### src/rtl/seg_scan_if.sv
// Display-side bundle for the 7-segment scanner: scan strobe, frame data in,
// anode/segment drives and frame status out.
interface seg_scan_if #(
   parameter int DIGITS = 8
);
   localparam int IW = $clog2(DIGITS);

   logic                  scan_in;
   logic                  en;
   logic [4*DIGITS-1:0]   data;
   logic [DIGITS-1:0]     dp;
   logic [DIGITS-1:0]     digit_en;
   logic [DIGITS-1:0]     an;
   logic [6:0]            seg;
   logic                  seg_dp;
   logic [IW-1:0]         digit_idx;
   logic                  frame_done;

   modport master (
      output scan_in, en, data, dp, digit_en,
      input  an, seg, seg_dp, digit_idx, frame_done
   );

   modport slave (
      input  scan_in, en, data, dp, digit_en,
      output an, seg, seg_dp, digit_idx, frame_done
   );
endinterface

### src/rtl/seg_scan.sv
// Time-multiplexed 7-segment scanner: steps one digit per scan strobe rise,
// shows a per-frame shadow of the data and blanks briefly after each step.
module seg_scan #(
   parameter int DIGITS         = 8,
   parameter int BLANK_CYCLES   = 2,
   parameter int ACTIVE_LOW_AN  = 1,
   parameter int ACTIVE_LOW_SEG = 1
) (
   input logic        clk,
   input logic        rst,
   seg_scan_if.slave  bus
);
   localparam int IW = $clog2(DIGITS);
   localparam int BW = (BLANK_CYCLES < 1) ? 1 : $clog2(BLANK_CYCLES + 1);
   localparam logic AN_POL  = (ACTIVE_LOW_AN != 0);
   localparam logic SEG_POL = (ACTIVE_LOW_SEG != 0);
   localparam logic [DIGITS-1:0] AN_OFF  = {DIGITS{AN_POL}};
   localparam logic [6:0]        SEG_OFF = {7{SEG_POL}};
   localparam logic [IW-1:0]     LAST    = IW'(DIGITS - 1);

   function automatic logic [6:0] hex_to_seg(input logic [3:0] nib);
      logic [6:0] s;
      case (nib)
         4'h0: s = 7'h3F;  4'h1: s = 7'h06;  4'h2: s = 7'h5B;  4'h3: s = 7'h4F;
         4'h4: s = 7'h66;  4'h5: s = 7'h6D;  4'h6: s = 7'h7D;  4'h7: s = 7'h07;
         4'h8: s = 7'h7F;  4'h9: s = 7'h6F;  4'hA: s = 7'h77;  4'hB: s = 7'h7C;
         4'hC: s = 7'h39;  4'hD: s = 7'h5E;  4'hE: s = 7'h79;  default: s = 7'h71;
      endcase
      return s;
   endfunction

   logic                scan_q;
   logic [IW-1:0]       idx;
   logic [4*DIGITS-1:0] shadow_data;
   logic [DIGITS-1:0]   shadow_dp;
   logic [BW-1:0]       blank_cnt;
   logic                loaded;
   logic                frame_done_q;
   logic [DIGITS-1:0]   an_q;
   logic [6:0]          seg_q;
   logic                seg_dp_q;

   logic rise, step, wrap, blank;
   logic [DIGITS-1:0] onehot;
   logic [3:0]        nib;

   always_comb begin
      rise   = bus.scan_in & ~scan_q;
      step   = rise & bus.en;
      wrap   = step & (idx == LAST);
      blank  = (blank_cnt != '0) | ~bus.en | ~bus.digit_en[idx];
      onehot = {{(DIGITS-1){1'b0}}, 1'b1} << idx;
      nib    = shadow_data[{idx, 2'b00} +: 4];
   end

   // Scan state: strobe edge detect, digit index, shadow frame and blanking
   always_ff @(posedge clk or negedge rst) begin
      if (!rst) begin
         scan_q       <= 1'b1;
         idx          <= '0;
         shadow_data  <= '0;
         shadow_dp    <= '0;
         blank_cnt    <= BW'(BLANK_CYCLES);
         loaded       <= 1'b0;
         frame_done_q <= 1'b0;
      end else begin
         scan_q       <= bus.scan_in;
         frame_done_q <= wrap;
         if (bus.en) begin
            if (step) begin
               idx       <= wrap ? '0 : idx + IW'(1);
               blank_cnt <= BW'(BLANK_CYCLES);
            end else if (blank_cnt != '0) begin
               blank_cnt <= blank_cnt - BW'(1);
            end
            // The new frame's shadow is captured on the same edge as the step
            // so digit 0 already shows it.
            if (wrap || (step && !loaded)) begin
               shadow_data <= bus.data;
               shadow_dp   <= bus.dp;
               loaded      <= 1'b1;
            end
         end
      end
   end

   // Output register: drives computed from pre-edge state
   always_ff @(posedge clk or negedge rst) begin
      if (!rst) begin
         an_q     <= AN_OFF;
         seg_q    <= SEG_OFF;
         seg_dp_q <= SEG_POL;
      end else if (blank) begin
         an_q     <= AN_OFF;
         seg_q    <= SEG_OFF;
         seg_dp_q <= SEG_POL;
      end else begin
         an_q     <= onehot ^ AN_OFF;
         seg_q    <= hex_to_seg(nib) ^ SEG_OFF;
         seg_dp_q <= shadow_dp[idx] ^ SEG_POL;
      end
   end

   assign bus.an         = an_q;
   assign bus.seg        = seg_q;
   assign bus.seg_dp     = seg_dp_q;
   assign bus.digit_idx  = idx;
   assign bus.frame_done = frame_done_q;
endmodule

### src/flat_wrapper.sv
// flat-port wrapper written by rule: the top's interface ports become plain ports
module seg_scan_flat 
#(
   parameter int DIGITS         = 8,
   parameter int BLANK_CYCLES   = 2,
   parameter int ACTIVE_LOW_AN  = 1,
   parameter int ACTIVE_LOW_SEG = 1
)
  (clk, rst, bus_scan_in, bus_en, bus_data, bus_dp, bus_digit_en, bus_an, bus_seg, bus_seg_dp, bus_digit_idx, bus_frame_done);
  seg_scan_if #(.DIGITS(DIGITS)) bus_i ();
  input logic clk;
  input logic rst;
  input wire logic [$bits(bus_i.scan_in)-1:0] bus_scan_in;
  input wire logic [$bits(bus_i.en)-1:0] bus_en;
  input wire logic [$bits(bus_i.data)-1:0] bus_data;
  input wire logic [$bits(bus_i.dp)-1:0] bus_dp;
  input wire logic [$bits(bus_i.digit_en)-1:0] bus_digit_en;
  output wire logic [$bits(bus_i.an)-1:0] bus_an;
  output wire logic [$bits(bus_i.seg)-1:0] bus_seg;
  output wire logic [$bits(bus_i.seg_dp)-1:0] bus_seg_dp;
  output wire logic [$bits(bus_i.digit_idx)-1:0] bus_digit_idx;
  output wire logic [$bits(bus_i.frame_done)-1:0] bus_frame_done;
  assign bus_i.scan_in = bus_scan_in;
  assign bus_i.en = bus_en;
  assign bus_i.data = bus_data;
  assign bus_i.dp = bus_dp;
  assign bus_i.digit_en = bus_digit_en;
  assign bus_an = bus_i.an;
  assign bus_seg = bus_i.seg;
  assign bus_seg_dp = bus_i.seg_dp;
  assign bus_digit_idx = bus_i.digit_idx;
  assign bus_frame_done = bus_i.frame_done;
  seg_scan #(.DIGITS(DIGITS), .BLANK_CYCLES(BLANK_CYCLES), .ACTIVE_LOW_AN(ACTIVE_LOW_AN), .ACTIVE_LOW_SEG(ACTIVE_LOW_SEG)) u_core (.clk(clk), .rst(rst), .bus(bus_i));
endmodule
### config.mk
export PLATFORM = sky130hd
export DESIGN_NAME = seg_scan_flat
export DESIGN_NICKNAME = d
export VERILOG_FILES = /design/src/rtl/seg_scan_if.sv /design/src/rtl/seg_scan.sv /design/src/flat_wrapper.sv
export SDC_FILE = /design/constraint.sdc
export NUM_CORES = 1
export LEC_CHECK = 0
export ABC_AREA = 1
export BUFFER_PORTS_ARGS = -buffer_cell sky130_fd_sc_hd__buf_2
export CORE_UTILIZATION = 54
export DETAILED_ROUTE_END_ITERATION = 8
export MAX_ROUTING_LAYER = met4
export PLACE_DENSITY = 0.83
export SETUP_SLACK_MARGIN = 0.3
export SLEW_MARGIN = 40
export SYNTH_ARGS = -nofsm -noshare
export SYNTH_HDL_FRONTEND = slang
export SYNTH_SLANG_ARGS = --single-unit
export TNS_END_PERCENT = 50
### constraint.sdc
create_clock -name clk -period 2 [get_ports clk]
set_input_delay 0.1 -clock clk [delete_from_list [all_inputs] [get_ports clk]]
set_output_delay 0.1 -clock clk [all_outputs]
set_load 0.01 [all_outputs]
# Word level (Yosys, flattened, before mapping)
# Memory sizes are Yosys's and may differ from the RTL's.
# Cells that the tools add are included.
# op_classes
add_sub_neg,2
magnitude_cmp,1
eq_ne,1
shift,2
n_mux,11
bitwise,11
n_reduce_logical,8
# op_table
cell,n
32-bit by 6-bit variable part select with 4-bit output,1
7-bit two-way mux,2
8-bit two-way mux,1
8-bit NOT,1
"1-bit by 3-bit << shifter with 8-bit output, first input constant",1
7-bit NOT,1
1-bit binary-select mux with 3-bit select,2
2-bit AND reduction,3
"3-bit by 4-bit less-than comparator with 1-bit output, second input constant",1
2-bit two-way mux,2
1-bit NOT,4
2-bit nonzero test,2
"3-bit by 1-bit adder with 3-bit output, second input constant",1
1-bit AND,3
"3-bit == test, second input constant",1
1-bit two-way mux,3
3-bit two-way mux,1
1-bit OR,2
"2-bit by 1-bit subtractor with 2-bit output, second input constant",1
1-bit logical AND,1
1-bit zero test,1
1-bit logical OR,1
# totals
regBits,64
rom_bits,112
input_bits,52
output_inout_bits,20
elab_cells,47
n_memories,1
# memory_table
memory,depth,word_bits,rd,rd_clocked_by_memory_dff,wr,line_no,source
(no name shown),16,7,1,0,0,seg_scan.sv:23,case (nib)

# Longest topological paths before layout
# Gate-level depths: netlist of run 1.
# depth
word_depth,7
depth_mapped,12
depth_no_buf,11

# Worst setup path after synthesis of run 1
# OpenSTA, ideal clock, no wires.
# synth_path
path_type,register to register
start,"register u_core.idx[0], in the netlist u_core.bus.digit_idx[0]"
end,register u_core.shadow_data[11]
setup_time_ps,125
arrival_time_ps,1712
t_required_ps,1875
slack_ps,162
path_stages_with_launch,6
n_path_buf,1
period_less_slack_ps,1838
cell_sequence,dfrtp_1 ha_1 ha_1 o21ai_2 buf_4 mux2_4
# synth_between
elab_chain_cells,4
# synth_lines
element,line_no,source
from (decl),seg_scan.sv:33,logic [IW-1:0] idx;
from (signal assigned),seg_scan.sv:71,idx <= wrap ? '0 : idx + IW'(1);
3-bit == test,seg_scan.sv:50,wrap = step & (idx == LAST);
1-bit AND,seg_scan.sv:50,
1-bit logical OR,seg_scan.sv:78,if (wrap || (step && !loaded)) begin
2-bit AND reduction (no line),--,
to (signal assigned),seg_scan.sv:79,shadow_data <= bus.data;
to (decl),seg_scan.sv:34,logic [4*DIGITS-1:0] shadow_data;
# Every way passes these cells.
# A chain may end at the register's enable or synchronous reset.

# Worst setup path in the final report of run 1
# layout_path
start,"register u_core.idx[0], in the netlist u_core.bus.digit_idx[0]"
end,"register u_core.seg_q[3], in the netlist u_core.bus.seg[3]"
# layout_between
elab_chain_cells,5
word_cells_on_any_way,9
classes_between,shift: 1; mux: 4; bitwise: 3; memory: 1
# layout_lines
element,line_no,source
32-bit by 6-bit variable part select with 4-bit output or 1-bit binary-select mux with 3-bit select (tied branches),"seg_scan.sv:53, seg_scan.sv:51",
memory 16 x 7 bit or 1-bit two-way mux (tied branches),--,
7-bit two-way mux or 1-bit NOT (tied branches),"seg_scan.sv:93, seg_scan.sv:51",
7-bit NOT (no line) or 1-bit OR (tied branches),--,
7-bit two-way mux *,seg_scan.sv:93,end else if (blank) begin
to (signal assigned),seg_scan.sv:99,seg_q <= hex_to_seg(nib) ^ SEG_OFF;
to (decl),seg_scan.sv:40,logic [6:0] seg_q;
# Mark *: on every way between the ends. The rest lies on a longest branch, timed or not. The select of a mux whose other input is x is not followed.

==> qor.csv, run 1 <==
metric,value,unit
DRT Pass-1 Iters,5,
DP Worst Slack,144.3,ps
Yosys warnings,0,
vias in the first global route,2842,
Internal Pwr Total,0.003663,W
CORE AREA,5956,sq um
worst r2r src,u_core.bus.digit_idx[0]$_DFFE_PN0P_,
CP Class,flop to flop,
RR Endpoint,u_core.bus.seg[3]$_DFF_PN1_,
Comb pwr share,0.494,
Crit path arrival time,2080,ps
antenna cell count,0,
top cell family by delay on the critical path,simple AND/OR/NAND/NOR gates,
initial core utilization,0.5628,
Post-synth EDFFs,0,
Post-Synthesis Cells,353,
Max IR drop VDD,0.6687,mV
Inserted Clock Buffers,9,
Pins Over Slew Limit,0,
Root Buffer,clkbuf_8,
clock share of power,0.203,
synthesized cell area,3352,sq um
global-route wire length before repair,12740,microns
FP Rows,28,
Inst Count DP,495,
Setup Skew,7.847,ps
CP Max Fanout,7,
leading area contributor after synthesis,dfrtp_1,
prevailing post-synth register cell,dfrtp_1,
"Cell Count, Final, Fillers Out",560,
final worst path period need,1793,ps
fin worst setup slack,206.8,ps
Slew Limit Headroom,0.7120,
Layout area overhead,38.71,%
Routed WL per cell,15.46,microns
die area,6526,sq um
Setup-failing EPs final,0,
Global Route Usage Sum,0.2734,
sw frac,0.3980,
Clock Path Buffers,2,
Routed WL,8656,microns
I/O Pins,72,
Lkg Pwr,2.326,nW
cell with the most instances after synthesis,nand2_1,
share of post-route cells with drive strength above 1,0.4144,
Synth Net Count,418,
Port Buffers,71,
H-tree Lvls,3,
pwr/cell area,1309,nW/um^2
drc violations,0,
CP dominant cell by count,nand2_1,
post-synth top area share,0.3434,
Max Freq,0.5577,GHz
Final nets,545,
initial antenna violation count,0,
Slew @ Worst Pin,432.1,ps
Max-Cap Viols,0,
Post-Syn Area per Cell,9.496,sq um
top post-synthesis cells by area,"dfrtp_1, dfstp_2, nand2_1",
Vias/cell,5.309,
WHS Path Cells,3,
worst skew pair latency,360,ps
Reg area,1627,sq um
hpwl dp,4996,microns
Antenna Violating Nets Remaining,0,
Post-Route Setup TNS,0,ps
asr flop ratio synth,1.000,
fin util,0.7807,
Cell variety after synth,31,
Vias,2973,
Final period util,0.8966,
Filler cells,386,
largest net degree at the start of global routing,65,
initial drt markers,201,
Reg2Reg Depth,12,
NetSw,0.002422,W
min-delay worst type,input port to flop,
Die Span X,80.79,microns
RSZ-0062 raised after global routing,true,
status,completed,
CP Data Required Time,2280,ps
GP Congestion,0.9039,
clk sinks,64,
"Seq/Total Area, Yosys",0.4845,
worst setup path startpoint,u_core.bus.digit_idx[0]$_DFFE_PN0P_,
hold path endpoint,u_core.shadow_data[10]$_DFFE_PN0P_,
Yosys reg bits,64,
die height,80.79,microns
Seq pwr share,0.304,
multi-input logic area,1559,sq um
Hold Startpoint,bus_data[10],
Commonest cells post-synth,"nand2_1, dfrtp_1, inv_1, nor2_1, nand3_1",
FF-to-FF setup slack,210,ps
Overflow after GRT,0,
element type at the critical path start,flop,
CP cell instances,buf_4 > nor2_2 > nor2_1 > nand2_1 > nand3_2 > nand2_2 > buf_4 > ha_1 > nand2_1 > nand2_1 > nand2_1 > nand3_2,
Worst path slowest cell,dfrtp_2,
Worst setup EP type,flop,
Max stage delay on crit path,470,ps
CTS tree,done,
clock slew seen by the registers of the worst setup and hold paths,70,ps
Critical path buffers and inverters,2,
Hold Fails Final Rpt,0,
[cells in the final DEF, fill, tap and decap left out, types with 3 or more instances in the layout]
master,count
nand3_1,25
nor2_1,28
dfstp_2,18
clkbuf_1,3
dlygate4sd3_1,29
mux2_4,17
dfrtp_1,44
a21oi_1,23
inv_2,4
inv_1,32
ha_1,9
buf_12,4
buf_4,19
nor2_4,3
buf_6,5
clkbuf_8,10
o21ai_0,5
nor2_2,4
nand2_1,77
nand2_2,6
nand3_2,17
buf_2,71
[state kept, by name, indices dropped and copies added, names as in the netlist]
name	count
u_core.bus.digit_idx	3
u_core.bus.seg_dp	1
u_core.blank_cnt	2
u_core.bus.an	8
u_core.bus.seg	7
u_core.bus.frame_done	1
u_core.loaded	1
u_core.scan_q	1
u_core.shadow_dp	8
u_core.shadow_data	32
[per-stage QoR]
stage,hold WS (ps),power (W),area (sq um)
4_1_cts,3.384,0.005612,4469
3_3_place_gp,132.5,0.004129,3805
5_1_grt,21.13,0.006448,4649
6_report,0.6982,0.006085,4649
2_1_floorplan,-195.6,0.003680,3372
3_5_place_dp,135.6,0.004239,3805
[repair_timing]
item,4_1_cts,5_1_grt
hold buffers,29,0
pin swaps,3,4
setup buffers,8,9
gates cloned,2,1
endpoints found under the setup margin,32,46
endpoints found under the hold margin,74,0
resized for setup,10,24
[power groups by stage]
stage / sequential, W / clock [W] / combinational, W
after CTS: 0.00182 / 0.00124 / 0.00256
after global routing: 0.00187 / 0.00129 / 0.00329
after global placement: 0.00182 / 0 / 0.00231
final: 0.00185 / 0.00123 / 0.00300
after detailed placement: 0.00184 / 0 / 0.00240
after floorplan: 0.00184 / 0 / 0.00184
[per-layer routing]
metal	vias up	wire length, microns	share of wire	global-route usage
met4	0	321	0.037	0.1214
li1	1386	-	-	-
met5	-	0	0	-
met1	1413	3404	0.39	0.3140
met2	137	4425	0.51	0.4466
met3	37	504	0.058	0.07753
[area by class of cell]
type / instances / area share
Timing Repair Buffer: 131 / 0.2161
Sequential cell: 64 / 0.3498
Clock buffer: 13 / 0.03202
Inverter: 39 / 0.03256
Clock inverter: 3 / 0.01399
Multi-Input combinational cell: 235 / 0.3353
Tap cell: 75 / 0.02018
[kinds of logic (layout without fill, tap and decap cells)]
group                    count (synthesis)  count (layout)  synth area share
AND/OR/NAND/NOR                        165             165            0.2441
flip-flops                              64              64            0.4845
buffers and inverters                   54             186           0.07913
AO/OA/AOI/OAI                           37              37           0.06532
multiplexers                            20              20           0.07839
adder cells (fa/ha/maj)                 13              13           0.04853
[tightest hold or removal path, delay by kind of cell]
family,cells,cell delay [ps]
AOI/OAI and AO/OA,1,100
buffers and inverters,1,80
and+or+nand+nor,1,30
[worst max-delay path by stage]
stage | to | slack, ps | cells past startpoint
2_1_floorplan | u_core.shadow_data[11]$_DFFE_PN0P_ | 310 | 5
3_3_place_gp | u_core.bus.seg[3]$_DFF_PN1_ | 220 | 10
3_5_place_dp | u_core.bus.seg[6]$_DFF_PN1_ | 140 | 12
4_1_cts | u_core.shadow_dp[1]$_DFFE_PN0P_ | 250 | 6
5_1_grt | u_core.bus.seg[3]$_DFF_PN1_ | 50 | 12
6_report | u_core.bus.seg[3]$_DFF_PN1_ | 210 | 12
No activity file was read; power rests on OpenSTA's default activity.
==> inputs of run 2 (changes only) <==
--- a/config.mk
+++ b/config.mk
@@ -9,7 +9,6 @@
 export BUFFER_PORTS_ARGS = -buffer_cell sky130_fd_sc_hd__buf_2
 export CORE_UTILIZATION = 54
 export DETAILED_ROUTE_END_ITERATION = 8
-export MAX_ROUTING_LAYER = met4
 export PLACE_DENSITY = 0.83
 export SETUP_SLACK_MARGIN = 0.3
 export SLEW_MARGIN = 40
==> run 2 against run 1 <==
Against the previous run: first-iteration DRC count is 1.5% lower; setup slack worse by 25 ps; worst hold slack better by 10 ps; critical endpoint unchanged; clock-buffer cell count stayed put; non-clock buffer count stayed put; sequential power hardly changed; global-route usage is 0.80 points lower; routed wire length is 0.52% lower; power hardly changed; largest power group unchanged.
==> qor.csv, run 2 (synthesis results as in run 1) <==
metric,value,unit,change
die area,6526,sq um,unchanged
clk sinks,64,,unchanged
Inserted Clock Buffers,9,,unchanged
Global Route Usage Sum,0.2655,,was 0.2734
Overflow after GRT,0,,unchanged
FP Rows,28,,unchanged
Clock Path Buffers,2,,unchanged
initial core utilization,0.5628,,unchanged
GP Congestion,0.8890,,was 0.9039
Layout area overhead,38.71,%,unchanged
Largest register FFs,32,,unchanged
Crit path arrival time,2090,ps,was 2080 ps
clock slew seen by the registers of the worst setup and hold paths,70,ps,about the same
Worst path slowest cell,dfrtp_2,,unchanged
CP dominant cell by count,nand3_2,,was nand2_1
Final period util,0.9093,,was 0.8966
CP Data Required Time,2270,ps,was 2280 ps
Vias/cell,5.402,,was 5.309
worst skew pair latency,350,ps,was 360 ps
largest net degree at the start of global routing,65,,unchanged
final worst path period need,1819,ps,was 1793 ps
CTS tree,done,,unchanged
drc violations,0,,unchanged
H-tree Lvls,3,,unchanged
Hold WS,10.94,ps,was 0.6982 ps
pwr/cell area,1309,nW/um^2,about the same
Vias,3025,,"was 2,973"
I/O Pins,72,,unchanged
Pins Over Slew Limit,0,,unchanged
Setup Skew,8.756,ps,was 7.847 ps
CORE AREA,5956,sq um,unchanged
Antenna Violating Nets Remaining,0,,unchanged
Die Span X,80.79,microns,unchanged
post-route cell area,4649,sq um,unchanged
RSZ-0062 raised after global routing,true,,unchanged
element type at the critical path start,flop,,unchanged
Largest Register,u_core.shadow_data,,unchanged
Slew Limit Headroom,0.7055,,was 0.7120
Routed WL per cell,15.38,microns,was 15.46 microns
Lkg Pwr,2.326,nW,unchanged
min-delay worst type,input port to flop,,unchanged
share of post-route cells with drive strength above 1,0.4144,,unchanged
Pwr Total,0.006086,W,was 0.006085 W
hpwl dp,4996,microns,unchanged
DRT Pass-1 Iters,5,,unchanged
Final nets,545,,unchanged
vias in the first global route,2848,,"was 2,842"
Routed WL,8611,microns,was 8656 microns
"commonest non-fill, non-tap cell in the layout",nand2_1,,unchanged
Hold Fails Final Rpt,0,,unchanged
CP cell instances,buf_4 > nor2_2 > nor2_1 > nand2_1 > nand3_2 > nand2_2 > ha_1 > nand3_2 > nand3_1 > nand3_2,,was buf_4 > nor2_2 > nor2_1 > nand2_1 > nand3_2 > nand2_2 > buf_4 > ha_1 > nand2_1 > nand2_1 > nand2_1 > nand3_2
Post-Route Setup TNS,0,ps,unchanged
Setup-failing EPs final,0,,unchanged
Max-Cap Viols,0,,unchanged
Worst setup EP type,flop,,unchanged
die height,80.79,microns,unchanged
initial drt markers,198,,was 201
Max IR drop VDD,0.6675,mV,was 0.6687 mV
Slew @ Worst Pin,441.7,ps,was 432.1 ps
Root Buffer,clkbuf_8,,unchanged
Max stage delay on crit path,470,ps,about the same
CP Class,flop to flop,,unchanged
Max Freq,0.5499,GHz,was 0.5577 GHz
Placed Area,3805,sq um,unchanged
FF-to-FF setup slack,180,ps,was 210 ps
initial antenna violation count,0,,unchanged
antenna cell count,0,,unchanged
Port Buffers,71,,unchanged
status,completed,,unchanged
most frequent cells in the layout,"nand2_1, buf_2, dfrtp_1",,unchanged
CP Max Fanout,7,,unchanged
global-route wire length before repair,12740,microns,about the same
## run 2: cell counts in the layout (fill, tap and decap cells not counted)
Identical to the previous run, type by type.
## run 2: critical path, delay by kind of cell (launching register included)
| family | cells | cell delay [ps] |
|---|---|---|
| buf+inv | 1 | 200 |
| flops | 1 | 470 |
| fa+ha+maj | 1 | 320 |
| simple gates | 8 | 740 |
## run 2: path summary, 6_finish.rpt
check | to | depth (start not counted) | start
setup / recovery | u_core.bus.seg[3]$_DFF_PN1_ | 10 | u_core.bus.digit_idx[0]$_DFFE_PN0P_
hold / removal | u_core.shadow_data[10]$_DFFE_PN0P_ | 3 | bus_data[10]
setup reg to reg | u_core.bus.seg[3]$_DFF_PN1_ | 10 | u_core.bus.digit_idx[0]$_DFFE_PN0P_
hold reg to reg | u_core.shadow_dp[4]$_DFFE_PN0P_ | 1 | u_core.shadow_dp[4]$_DFFE_PN0P_
max in group asynchronous | u_core.scan_q$_DFF_PN1_ | 3 | rst
min in group asynchronous | u_core.blank_cnt[0]$_DFFE_PN0P_ | 3 | rst
## run 2: final cells by class
| class | instances | area (sq um) |
|---|---|---|
| Inverter | 39 | 151.4 |
| Multi-Input combinational cell | 235 | 1559 |
| Timing Repair Buffer | 131 | 1005 |
| Sequential cell | 64 | 1627 |
| Clock inverter | 3 | 65.06 |
| Fill cell | 386 | 1306 |
| Clock buffer | 13 | 148.9 |
| Tap cell | 75 | 93.84 |
## run 2: through the flow
step / instances / setup slack (ps) / util
after global placement: 495 / 224.6 / 0.6389
after global routing: 560 / 52.58 / 0.7807
after floorplan: 353 / 312.3 / -
after CTS: 550 / 248.4 / 0.7504
after detailed placement: 495 / 144.3 / 0.6389
final: 560 / 181.5 / 0.7807
## run 2: power breakdown
group	switching [W]	internal [W]	total [W]
combinational	0.00173	0.00128	0.00301
sequential	0.000203	0.00165	0.00185
clock	0.000487	0.000736	0.00122
total	0.00242	0.00366	0.00609
## run 2: repair_timing
action | in CTS | in global routing
hold buffers | 29 | 0
gates cloned | 2 | 1
pin swaps | 3 | 4
buffers inserted | 8 | 9
hold endpoints to repair | 74 | 0
setup endpoints to repair | 32 | 46
gates resized for setup | 10 | 24
## run 2: per-layer routing
metal  vias to the layer above  GRT usage  share of wire
met5                         -          0              0
met2                       140     0.4466           0.52
met3                        35    0.07753          0.059
met1                      1459     0.3140           0.39
li1                       1391          -              -
met4                         0     0.1214          0.035
